<file path="src/rtl/mips_pkg.sv">
// Shared widths, register-zero constant, ALU encodings and control-bundle
// layout for the 5-stage MIPS core.
package mips_pkg;

  localparam int DATA_W  = 32;
  localparam int REG_W   = 5;
  localparam int ALUOP_W = 3;

  localparam logic [4:0] REG_ZERO = 5'd0;

  typedef enum logic [2:0] {
    ALU_AND = 3'd0,
    ALU_OR  = 3'd1,
    ALU_ADD = 3'd2,
    ALU_XOR = 3'd3,
    ALU_NOR = 3'd4,
    ALU_SUB = 3'd6,
    ALU_SLT = 3'd7
  } alu_op_e;

  // Bit positions of the single-bit controls inside the packed control bundle.
  localparam int CTRL_REG_DST    = 0;
  localparam int CTRL_ALU_SRC    = 1;
  localparam int CTRL_MEM_READ   = 2;
  localparam int CTRL_MEM_WRITE  = 3;
  localparam int CTRL_REG_WRITE  = 4;
  localparam int CTRL_MEM_TO_REG = 5;
  localparam int CTRL_BITS       = 6;

endpackage

</file>
<file path="src/rtl/hazard_load_use.sv">
// Combinational load-use detector: a load in EX whose destination is read by
// the valid instruction in ID forces one bubble, unless ID is being flushed.
module hazard_load_use
  import mips_pkg::*;
#(
  parameter int REG_W = mips_pkg::REG_W
) (
  input  logic [REG_W-1:0] i_ex_rt,
  input  logic             i_ex_mem_read,
  input  logic             i_ex_valid,
  input  logic [REG_W-1:0] i_id_rs,
  input  logic [REG_W-1:0] i_id_rt,
  input  logic             i_id_uses_rt,
  input  logic             i_id_valid,
  input  logic             i_id_flush,
  output logic             o_haz,
  output logic             o_stall
);

  logic w_rs_match;
  logic w_rt_match;
  logic w_ex_load;

  // $zero is never a real destination, so a load targeting it cannot create a dependence.
  assign w_ex_load  = i_ex_valid && i_ex_mem_read && (i_ex_rt != REG_W'(REG_ZERO));
  assign w_rs_match = (i_ex_rt == i_id_rs);
  assign w_rt_match = i_id_uses_rt && (i_ex_rt == i_id_rt);

  assign o_haz   = i_id_valid && w_ex_load && (w_rs_match || w_rt_match);
  assign o_stall = o_haz && !i_id_flush;

endmodule

</file>
<file path="src/rtl/id_ex_pipe.sv">
// ID/EX pipeline register with built-in load-use bubble insertion and a
// saturating count of inserted hazard bubbles.
module id_ex_pipe
  import mips_pkg::*;
#(
  parameter int DATA_W  = mips_pkg::DATA_W,
  parameter int REG_W   = mips_pkg::REG_W,
  parameter int ALUOP_W = mips_pkg::ALUOP_W,
  parameter int CNT_W   = 16
) (
  input  logic               clk,
  input  logic               reset,
  input  logic               in_valid,
  input  logic               in_flush,
  input  logic [REG_W-1:0]   in_rs,
  input  logic [REG_W-1:0]   in_rt,
  input  logic [REG_W-1:0]   in_rd,
  input  logic               in_uses_rt,
  input  logic [DATA_W-1:0]  in_dr1,
  input  logic [DATA_W-1:0]  in_dr2,
  input  logic [DATA_W-1:0]  in_imm,
  input  logic               in_reg_dst,
  input  logic               in_alu_src,
  input  logic               in_mem_read,
  input  logic               in_mem_write,
  input  logic               in_reg_write,
  input  logic               in_mem_to_reg,
  input  logic [ALUOP_W-1:0] in_alu_op,
  output logic               out_valid,
  output logic [REG_W-1:0]   out_rs,
  output logic [REG_W-1:0]   out_rt,
  output logic [REG_W-1:0]   out_rd,
  output logic [DATA_W-1:0]  out_dr1,
  output logic [DATA_W-1:0]  out_dr2,
  output logic [DATA_W-1:0]  out_imm,
  output logic               out_reg_dst,
  output logic               out_alu_src,
  output logic               out_mem_read,
  output logic               out_mem_write,
  output logic               out_reg_write,
  output logic               out_mem_to_reg,
  output logic [ALUOP_W-1:0] out_alu_op,
  output logic               out_stall,
  output logic [CNT_W-1:0]   out_bubble_cnt
);

  logic                 r_valid;
  logic [REG_W-1:0]     r_rs;
  logic [REG_W-1:0]     r_rt;
  logic [REG_W-1:0]     r_rd;
  logic [DATA_W-1:0]    r_dr1;
  logic [DATA_W-1:0]    r_dr2;
  logic [DATA_W-1:0]    r_imm;
  logic [CTRL_BITS-1:0] r_ctrl;
  logic [ALUOP_W-1:0]   r_alu_op;
  logic [CNT_W-1:0]     r_bubble_cnt;

  logic                 w_haz;
  logic                 w_stall;
  logic                 w_bubble;
  logic                 w_cnt_inc;
  logic [CTRL_BITS-1:0] w_ctrl_in;

  always_comb begin
    w_ctrl_in                  = '0;
    w_ctrl_in[CTRL_REG_DST]    = in_reg_dst;
    w_ctrl_in[CTRL_ALU_SRC]    = in_alu_src;
    w_ctrl_in[CTRL_MEM_READ]   = in_mem_read;
    w_ctrl_in[CTRL_MEM_WRITE]  = in_mem_write;
    w_ctrl_in[CTRL_REG_WRITE]  = in_reg_write;
    w_ctrl_in[CTRL_MEM_TO_REG] = in_mem_to_reg;
  end

  hazard_load_use #(
    .REG_W (REG_W)
  ) u_hazard (
    .i_ex_rt       (r_rt),
    .i_ex_mem_read (r_ctrl[CTRL_MEM_READ]),
    .i_ex_valid    (r_valid),
    .i_id_rs       (in_rs),
    .i_id_rt       (in_rt),
    .i_id_uses_rt  (in_uses_rt),
    .i_id_valid    (in_valid),
    .i_id_flush    (in_flush),
    .o_haz         (w_haz),
    .o_stall       (w_stall)
  );

  // Flush and hazard both squash the controls; only a hazard bubble is counted.
  assign w_bubble  = in_flush || w_haz;
  assign w_cnt_inc = w_haz && !in_flush && (r_bubble_cnt != {CNT_W{1'b1}});

  always_ff @(posedge clk or posedge reset) begin
    if (reset) begin
      r_valid      <= 1'b0;
      r_rs         <= '0;
      r_rt         <= '0;
      r_rd         <= '0;
      r_dr1        <= '0;
      r_dr2        <= '0;
      r_imm        <= '0;
      r_ctrl       <= '0;
      r_alu_op     <= '0;
      r_bubble_cnt <= '0;
    end else begin
      r_rs  <= in_rs;
      r_rt  <= in_rt;
      r_rd  <= in_rd;
      r_dr1 <= in_dr1;
      r_dr2 <= in_dr2;
      r_imm <= in_imm;
      if (w_bubble) begin
        r_valid  <= 1'b0;
        r_ctrl   <= '0;
        r_alu_op <= '0;
      end else begin
        r_valid  <= in_valid;
        r_ctrl   <= w_ctrl_in;
        r_alu_op <= in_alu_op;
      end
      if (w_cnt_inc) begin
        r_bubble_cnt <= r_bubble_cnt + 1'b1;
      end
    end
  end

  assign out_valid      = r_valid;
  assign out_rs         = r_rs;
  assign out_rt         = r_rt;
  assign out_rd         = r_rd;
  assign out_dr1        = r_dr1;
  assign out_dr2        = r_dr2;
  assign out_imm        = r_imm;
  assign out_reg_dst    = r_ctrl[CTRL_REG_DST];
  assign out_alu_src    = r_ctrl[CTRL_ALU_SRC];
  assign out_mem_read   = r_ctrl[CTRL_MEM_READ];
  assign out_mem_write  = r_ctrl[CTRL_MEM_WRITE];
  assign out_reg_write  = r_ctrl[CTRL_REG_WRITE];
  assign out_mem_to_reg = r_ctrl[CTRL_MEM_TO_REG];
  assign out_alu_op     = r_alu_op;
  assign out_stall      = w_stall;
  assign out_bubble_cnt = r_bubble_cnt;

endmodule

</file>
<file path="config.mk">
export PLATFORM = sky130hd
export DESIGN_NAME = id_ex_pipe
export DESIGN_NICKNAME = d
export VERILOG_FILES = /design/src/rtl/mips_pkg.sv /design/src/rtl/hazard_load_use.sv /design/src/rtl/id_ex_pipe.sv
export SDC_FILE = /design/constraint.sdc
export NUM_CORES = 1
export LEC_CHECK = 0
export BUFFER_PORTS_ARGS = -buffer_cell sky130_fd_sc_hd__buf_2
export CAP_MARGIN = 20
export CELL_PAD_IN_SITES_DETAIL_PLACEMENT = 0
export CELL_PAD_IN_SITES_GLOBAL_PLACEMENT = 1
export CORE_MARGIN = 4
export CORE_UTILIZATION = 34
export DETAILED_ROUTE_END_ITERATION = 12
export MAX_ROUTING_LAYER = met4
export PLACE_DENSITY = 0.87
export SETUP_SLACK_MARGIN = 0.05
export SYNTH_ARGS = -nofsm -noshare
export SYNTH_HDL_FRONTEND = slang
export SYNTH_SLANG_ARGS = --single-unit
</file>
<file path="constraint.sdc">
create_clock -name clk -period 8.6 [get_ports clk]
set_clock_uncertainty 0.15 [all_clocks]
set_input_delay 1.72 -clock clk [delete_from_list [all_inputs] [get_ports clk]]
set_output_delay 1.72 -clock clk [all_outputs]
set_load 0.01 [all_outputs]
</file>
; ---- After elaboration in Yosys (flattened, before gate mapping)
; Index checks and enable logic that the tools add are counted.
; W data, S select, Z words.
[totals]
ff_bits = 137
output_inout_bits = 138
wordCells = 28
[classes]
addsub = 1
eq_ne = 3
mux = 3
n_reduce_logical = 11
[ops]
columns = cell, count
row1 = $add A16 B1 Y16 const B, 1
row2 = $ne A16 B16 Y1 const B, 1
row3 = $eq A5 B5 Y1, 2
row4 = $logic_and A1 B1 Y1, 7
row5 = $mux W6, 1
row6 = $reduce_bool A5 Y1, 1
row7 = $mux W3, 1
row8 = $logic_or A1 B1 Y1, 2
row9 = $logic_not A1 Y1, 1
row10 = $mux W1, 1

; ---- Depth between registers and ports, before layout
; Gate-level depths: netlist of run 1.
[logic_depth]
depth_word = 6
ltp_mapped = 6
mapped_depth_nobuf = 5

; ---- Modules after synthesis
; From an unflattened synthesis of run 1, not the netlist that was laid out.
[hier_totals]
hier_cells = 229
area_unflattened_um2 = 4072.7
[modules_own_cells]
columns = module, instances, cells_per_inst, area_per_inst_um2
row1 = id_ex_pipe, 1, 210, 3921.3
row2 = hazard_load_use, 1, 19, 151.4

; ---- Worst setup path before layout of run 1
; OpenSTA, ideal clock, no wires.
[synth_timing]
path_kind = in2out
startpoint = input port in_rs[4]
endpoint = output port out_stall
arrival_time_ns = 2.729
path_slack_ns = 4.001
path_stages = 6
path_cell_list = xnor2_1 nand3_1 o22ai_2 buf_4 nand2_1 nor2_1
[synth_via]
elab_chain_cells = 4
[synth_rtl]
columns = item, line
row1 = "start, declared", id_ex_pipe.sv:15  ; input logic [REG_W-1:0] in_rs,
row2 = $eq A5 B5 Y1, hazard_load_use.sv:26  ; assign w_rs_match = (i_ex_rt == i_id_rs);
row3 = $logic_or A1 B1 Y1, hazard_load_use.sv:29  ; assign o_haz = i_id_valid && w_ex_load && (w_rs_match || w_rt_match);
row4 = $logic_and A1 B1 Y1, hazard_load_use.sv:29
row5 = $logic_and A1 B1 Y1, hazard_load_use.sv:30  ; assign o_stall = o_haz && !i_id_flush;
row6 = "end, declared", id_ex_pipe.sv:43  ; output logic out_stall,
; No other way between the ends.

; ---- Worst setup path after layout of run 1
[layout_timing]
startpoint = input port in_rs[1]
endpoint = output port out_stall
; The elaborated chain is that of the path after synthesis.

==> flow_summary_export.csv, run 1 <==
group,metric,value,unit
sta,relSlewSlack,44.2,%
global_routing,globalRouteOverflowTotal,0,
cts,numClockSinks,137,
critical_path,path_common_cell,"buf_2",
cts,clk_pin_slew,0.05,ns
synth,synth_seq_cells,137,
synth,avgSynthCellArea,17.6,um2
sta,setup_tns,0,ns
synth,synthTopCellsByArea,"dfrtp_1 83%, xnor2_1 4.4%, and2_1 1.7%",
detailed_routing,vias,2999,
sta,tightestPinTransition,0.838,ns
finish,nFillCells,1021,
synth,synth_top_area_cell,"dfrtp_1",
die,ios,263,
cts,cts.htree.levels,4,
global_routing,antenna_found_initial,1,
critical_path,crit_fanout,19,
finish,drive_gt1_share,57.6,%
detailed_routing,via_per_inst,4.44,
outcome,outcome,"finished clean",
synth,synth_ff_type,"dfrtp_1",
detailed_routing,dr.pass1.iters,4,
critical_path,critPathSlowestCell,"o22ai_2",
critical_path,path_buf_inv,2,
hold_path,hold_path_class,"flop to flop",
global_routing,grt_pass1_wl,17900,um
global_routing,grt_pass1_vias,3203,
die,die_h,118,um
sta,rsz0062_at_grt,"false",
power_and_ir_drop,powerDensity,242,nW/um2
synth,synth_cell_types,35,
die,initial_core_util,34.6,%
cts,cts_resized,0,
detailed_routing,routed_wl,11700,um
die,die_w,118,um
placed_design,place_congestion,0.806,
finish,multi_input_area,683,um2
critical_path,arrival,3.15,ns
synth,ys_seq_area_share,82.8,%
sta,fmax,199,MHz
synth,postSynth.asyncResetShare,100,%
flow_run,cap_violations,0,
critical_path,crit_type,"input port to output port",
detailed_routing,route.detailed.drc,0,
critical_path,path_cells,"buf_2, xnor2_1, nand3_1, o22ai_2, nand2_1, nor2_1, buf_2",
die,rows,40,
sta,maxSlewViolCount,0,
critical_path,slowest_delay,0.70,ns
synth,yosysTopAreaCellShare,82.8,%
cts,numCtsBuffers,17,
global_routing,grt_max_degree,86,
critical_path,endpoint_kind,"output port",
finish,nets,642,
placed_design,dp_cells,643,
cts,clock-root-buffer,"clkbuf_16",
finish,regArea,3430,um2
critical_path,crit_path_start_kind,"input port",
power_and_ir_drop,p_leak,3.22,nW
sta,finalSetupViolCount,0,
synth,syn_nets,362,
power_and_ir_drop,peakVddDrop,151,uV
cts,cts_setup_buffers,0,
critical_path,required,6.73,ns
detailed_routing,postRouteAntennaNets,0,
sta,finalCritPeriodShare,58.4,%
cts,cts_tree,"done",
die,coreArea,12000,um2
detailed_routing,drt_iter0_drc,145,
die,die-area,14000,um2
finish,final_cells,676,
synth,syn_area,4140,um2
cts,cts_hold_buf,0,
synth,yosysWarnings,0,
synth,synth_cells,236,
cts,clk_latency,0.41,ns
placed_design,port_buffers,262,
sta,period_needed,5.02,ns
sta,finalHoldViolCount,0,
finish,area_growth,50.9,%
cts,clock_tree.buffer_depth,2,
global_routing,grt_util_all_layers,17.3,%
synth,synth_edf_count,0,
critical_path,cp_top_family,"compound AO/OA/AOI/OAI gates",
detailed_routing,avgRoutedWirePerCell,17.3,um
placed_design,dp_hpwl,9110,um
[final cells by class]
type	count	area share (%)
multi-input cells	94	10.9
repair buffers	264	21.5
flip-flops and latches	137	54.9
inverters	2	0.200
clock buffers	20	7.15
clock inverters	11	2.34
well taps	147	2.94
diodes	1	0.0400
[power breakdown]
group          switching, W  internal (W)  total (W)
Combinational     0.0000574     0.0000470   0.000104
Clock              0.000260      0.000462   0.000722
Sequential       0.00000962      0.000674   0.000684
[final timing paths]
kind	from	to	slack [ns]	cells past startpoint
max reg2reg	out_rt[1]	out_bubble_cnt[12]	6.32	5
min reg2reg	out_bubble_cnt[5]	out_bubble_cnt[5]	0.35	1
max	in_rs[1]	out_stall	3.58	7
max in group asynchronous	reset	out_dr1[15]	6.09	4
min in group asynchronous	reset	out_imm[23]	1.19	2
min	out_bubble_cnt[5]	out_bubble_cnt[5]	0.35	1
[flip-flops by register name, indices dropped and copies added (netlist names)]
register and count:
out_alu_op 3, out_bubble_cnt 16, out_dr1 32, out_dr2 32, out_imm 32, out_rd 5, out_rs 5, out_rt 5
out_valid 1, r_ctrl 6
[synthesized netlist by cell type, types with 2 or more instances]
cell type,n
nand3_1,9
dfrtp_1,137
nor2_1,3
xor2_1,2
and3_1,5
nand2_1,8
inv_1,2
a21oi_1,2
nor4_1,2
xnor2_1,21
nand4_1,9
and2_1,11
nor3_1,3
[worst register-to-register path, cell delays in order, from the launching register on]
cell and delay, ns:
dfrtp_1 0.54, xnor2_1 0.16, nand3_1 0.12, o22ai_2 0.70, nor3b_1 0.37, xor2_1 0.17
[layout by cell type (no fill, tap or decap), drive strengths merged, types with 3 or more instances in the layout]
master and n:
xnor2 21, nor3 3, nor4 3, bufinv 3, clkbuf 20, dfrtp 137
buf 264, nand3 10, and3 6, clkinv 5, nand2 8, a21oi 3
nand4 9, and2 11, inv 3, nor2 3
[kinds of logic after synthesis]
| logic type | share of synthesized area [%] |
|---|---|
| mux | 0.272 |
| xor+xnor | 4.86 |
| compound gates | 2.24 |
| buf+inv | 0.755 |
| flops | 82.8 |
| fa+ha+maj | 0.302 |
| simple gates | 8.82 |
[metal layers]
layer | track usage [%] | wire length, um
met5 | - | 0
met2 | 28.2 | 5930
met1 | 20.0 | 4650
met3 | 5.93 | 842
met4 | 6.59 | 244
[metrics by stage]
step                instance area (um2)  power (W)  hold WS, ns  setup WS (ns)  utilization [%]
global route                       6250    0.00157        0.385           3.30             52.2
finish                             6250    0.00151        0.350           3.58             52.2
floorplan                          4140   0.000732        0.369           3.06                -
detailed placement                 5630   0.000801        0.344           3.56             47.0
CTS                                6220    0.00153        0.360           3.55             52.0
global placement                   5630   0.000797        0.338           3.57             47.0
Power figures use the tool's default switching activity.
==> run 2: changes to the inputs <==
CORE_UTILIZATION = 32   (was 34)
PLACE_DENSITY = 0.83   (was 0.87)
clock period = 4.9 ns   (was 8.6 ns; I/O delays follow)
==> run 2 against run 1 <==
Register-to-register slack lost 3.6 ns. Count of clock-buffer cells in the layout unchanged. Flip-flop and latch count is the same. Combinational power grew 77%. Critical endpoint unchanged. Clock power is 83% higher.
==> flow_summary_export.csv, run 2 (synthesis results as in run 1) <==
group,metric,value,unit
placed_design,place_congestion,0.872,
critical_path,crit_path_start_kind,"flop",
cts,clock-root-buffer,"clkbuf_16",
die,rows,41,
sta,rsz0062_at_grt,"false",
finish,multi_input_area,683,um2
cts,numClockSinks,137,
sta,finalSetupViolCount,0,
detailed_routing,postRouteAntennaNets,0,
finish,final_area,6320,um2
outcome,outcome,"finished clean",
sta,maxSlewViolCount,0,
cts,cts_resized,0,
sta,tightestPinTransition,0.548,ns
power_and_ir_drop,peakVddDrop,221,uV
critical_path,path_buf_inv,1,
critical_path,path_cells,"or4_4, o21a_1, nand2_1, nor2_1, buf_2",
finish,layout_common_cells,"262 x buf_2, 137 x dfrtp_1, 21 x xnor2_1, 17 x clkbuf_16, 11 x and2_1",
finish,nets,643,
power_and_ir_drop,powerDensity,428,nW/um2
global_routing,grt_max_degree,114,
die,die-area,14800,um2
detailed_routing,via_per_inst,4.29,
global_routing,grt_util_all_layers,16.8,%
placed_design,placed_cell_area,5670,um2
critical_path,required,3.77,ns
cts,clk_latency,0.41,ns
critical_path,endpoint_kind,"output port",
detailed_routing,avgRoutedWirePerCell,17.0,um
global_routing,globalRouteOverflowTotal,0,
finish,area_growth,52.6,%
sta,setup_tns,0,ns
critical_path,slowest_delay,0.56,ns
cts,cts_setup_buffers,0,
finish,drive_gt1_share,57.9,%
placed_design,dp_slack,1.66,ns
sta,finalHoldViolCount,0,
finish,layout_commonest_cell,"buf_2",
placed_design,dp_hpwl,9110,um
global_routing,grt_pass1_vias,3184,
cts,clk_pin_slew,0.06,ns
cts,cts_hold_buf,0,
die,coreArea,12700,um2
detailed_routing,dr.pass1.iters,4,
power_and_ir_drop,p_leak,3.23,nW
sta,finalCritPeriodShare,66.5,%
die,ios,263,
global_routing,grt_pass1_wl,17700,um
detailed_routing,drt_iter0_drc,160,
cts,clock_tree.buffer_depth,2,
sta,fmax,307,MHz
flow_run,cap_violations,0,
critical_path,path_depth,5,
detailed_routing,vias,3022,
global_routing,antenna_found_initial,2,
critical_path,arrival,2.13,ns
cts,cts.htree.levels,4,
die,die_h,122,um
critical_path,crit_fanout,11,
critical_path,rr_worst_depth,4,
placed_design,port_buffers,262,
cts,numCtsBuffers,17,
detailed_routing,routed_wl,12000,um
sta,final.setup.worst_slack,1.64,ns
finish,regArea,3430,um2
die,initial_core_util,32.7,%
die,die_w,122,um
sta,relSlewSlack,63.5,%
cts,cts_tree,"done",
critical_path,critPathSlowestCell,"or4_4",
finish,nFillCells,1156,
critical_path,cp_top_family,"simple AND/OR/NAND/NOR gates",
detailed_routing,route.detailed.drc,0,
sta,period_needed,3.26,ns
hold_path,hold_path_class,"input port to async pin",
critical_path,crit_type,"flop to output port",
-- run 2: power by group --
part           total, W  switching, W  internal (W)
combinational  0.000184      0.000101     0.0000829
clock           0.00132      0.000486      0.000835
sequential      0.00120     0.0000172       0.00118
-- run 2: cell type report --
type                    count  share of cell area, %
clock inverters            12                   2.61
flip-flops and latches    137                   54.2
well taps                 172                   3.41
multi-input cells          94                   10.8
repair buffers            265                   21.4
inverters                   2                  0.198
diodes                      2                 0.0792
clock buffers              20                   7.23
-- run 2: worst reg2reg max path, delay by kind of cell (launching register included) --
family	cells	cell delay [ns]
compound gates	2	0.77
simple gates	2	0.75
flops	1	0.44
-- run 2: metrics by stage --
step	cells	util (%)	total power, W	hold WS (ns)
finish	704	49.9	0.00270	0.312
global route	704	49.9	0.00282	0.289
CTS	701	49.6	0.00274	0.347
detailed placement	669	44.7	0.00141	0.338
global placement	669	44.7	0.00140	0.333
floorplan	236	-	0.00128	0.369
-- run 2: worst paths after layout --
path	startpoint	end	slack (ns)
max reg2reg	out_rt[3]	out_alu_op[0]	2.73
min	reset	out_imm[18]	0.31
min in group clk	out_bubble_cnt[9]	out_bubble_cnt[9]	0.34
max	out_rt[3]	out_stall	1.64
max in group asynchronous	reset	out_imm[9]	3.23
min reg2reg	out_bubble_cnt[9]	out_bubble_cnt[9]	0.34
-- run 2: metal layers --
metal	GRT usage (%)	vias up	routed length [um]
met1	18.4	1487	4580
met3	7.52	16	1060
met4	6.86	0	217
met5	-	-	0
met2	26.9	155	6110
li1	-	1364	-
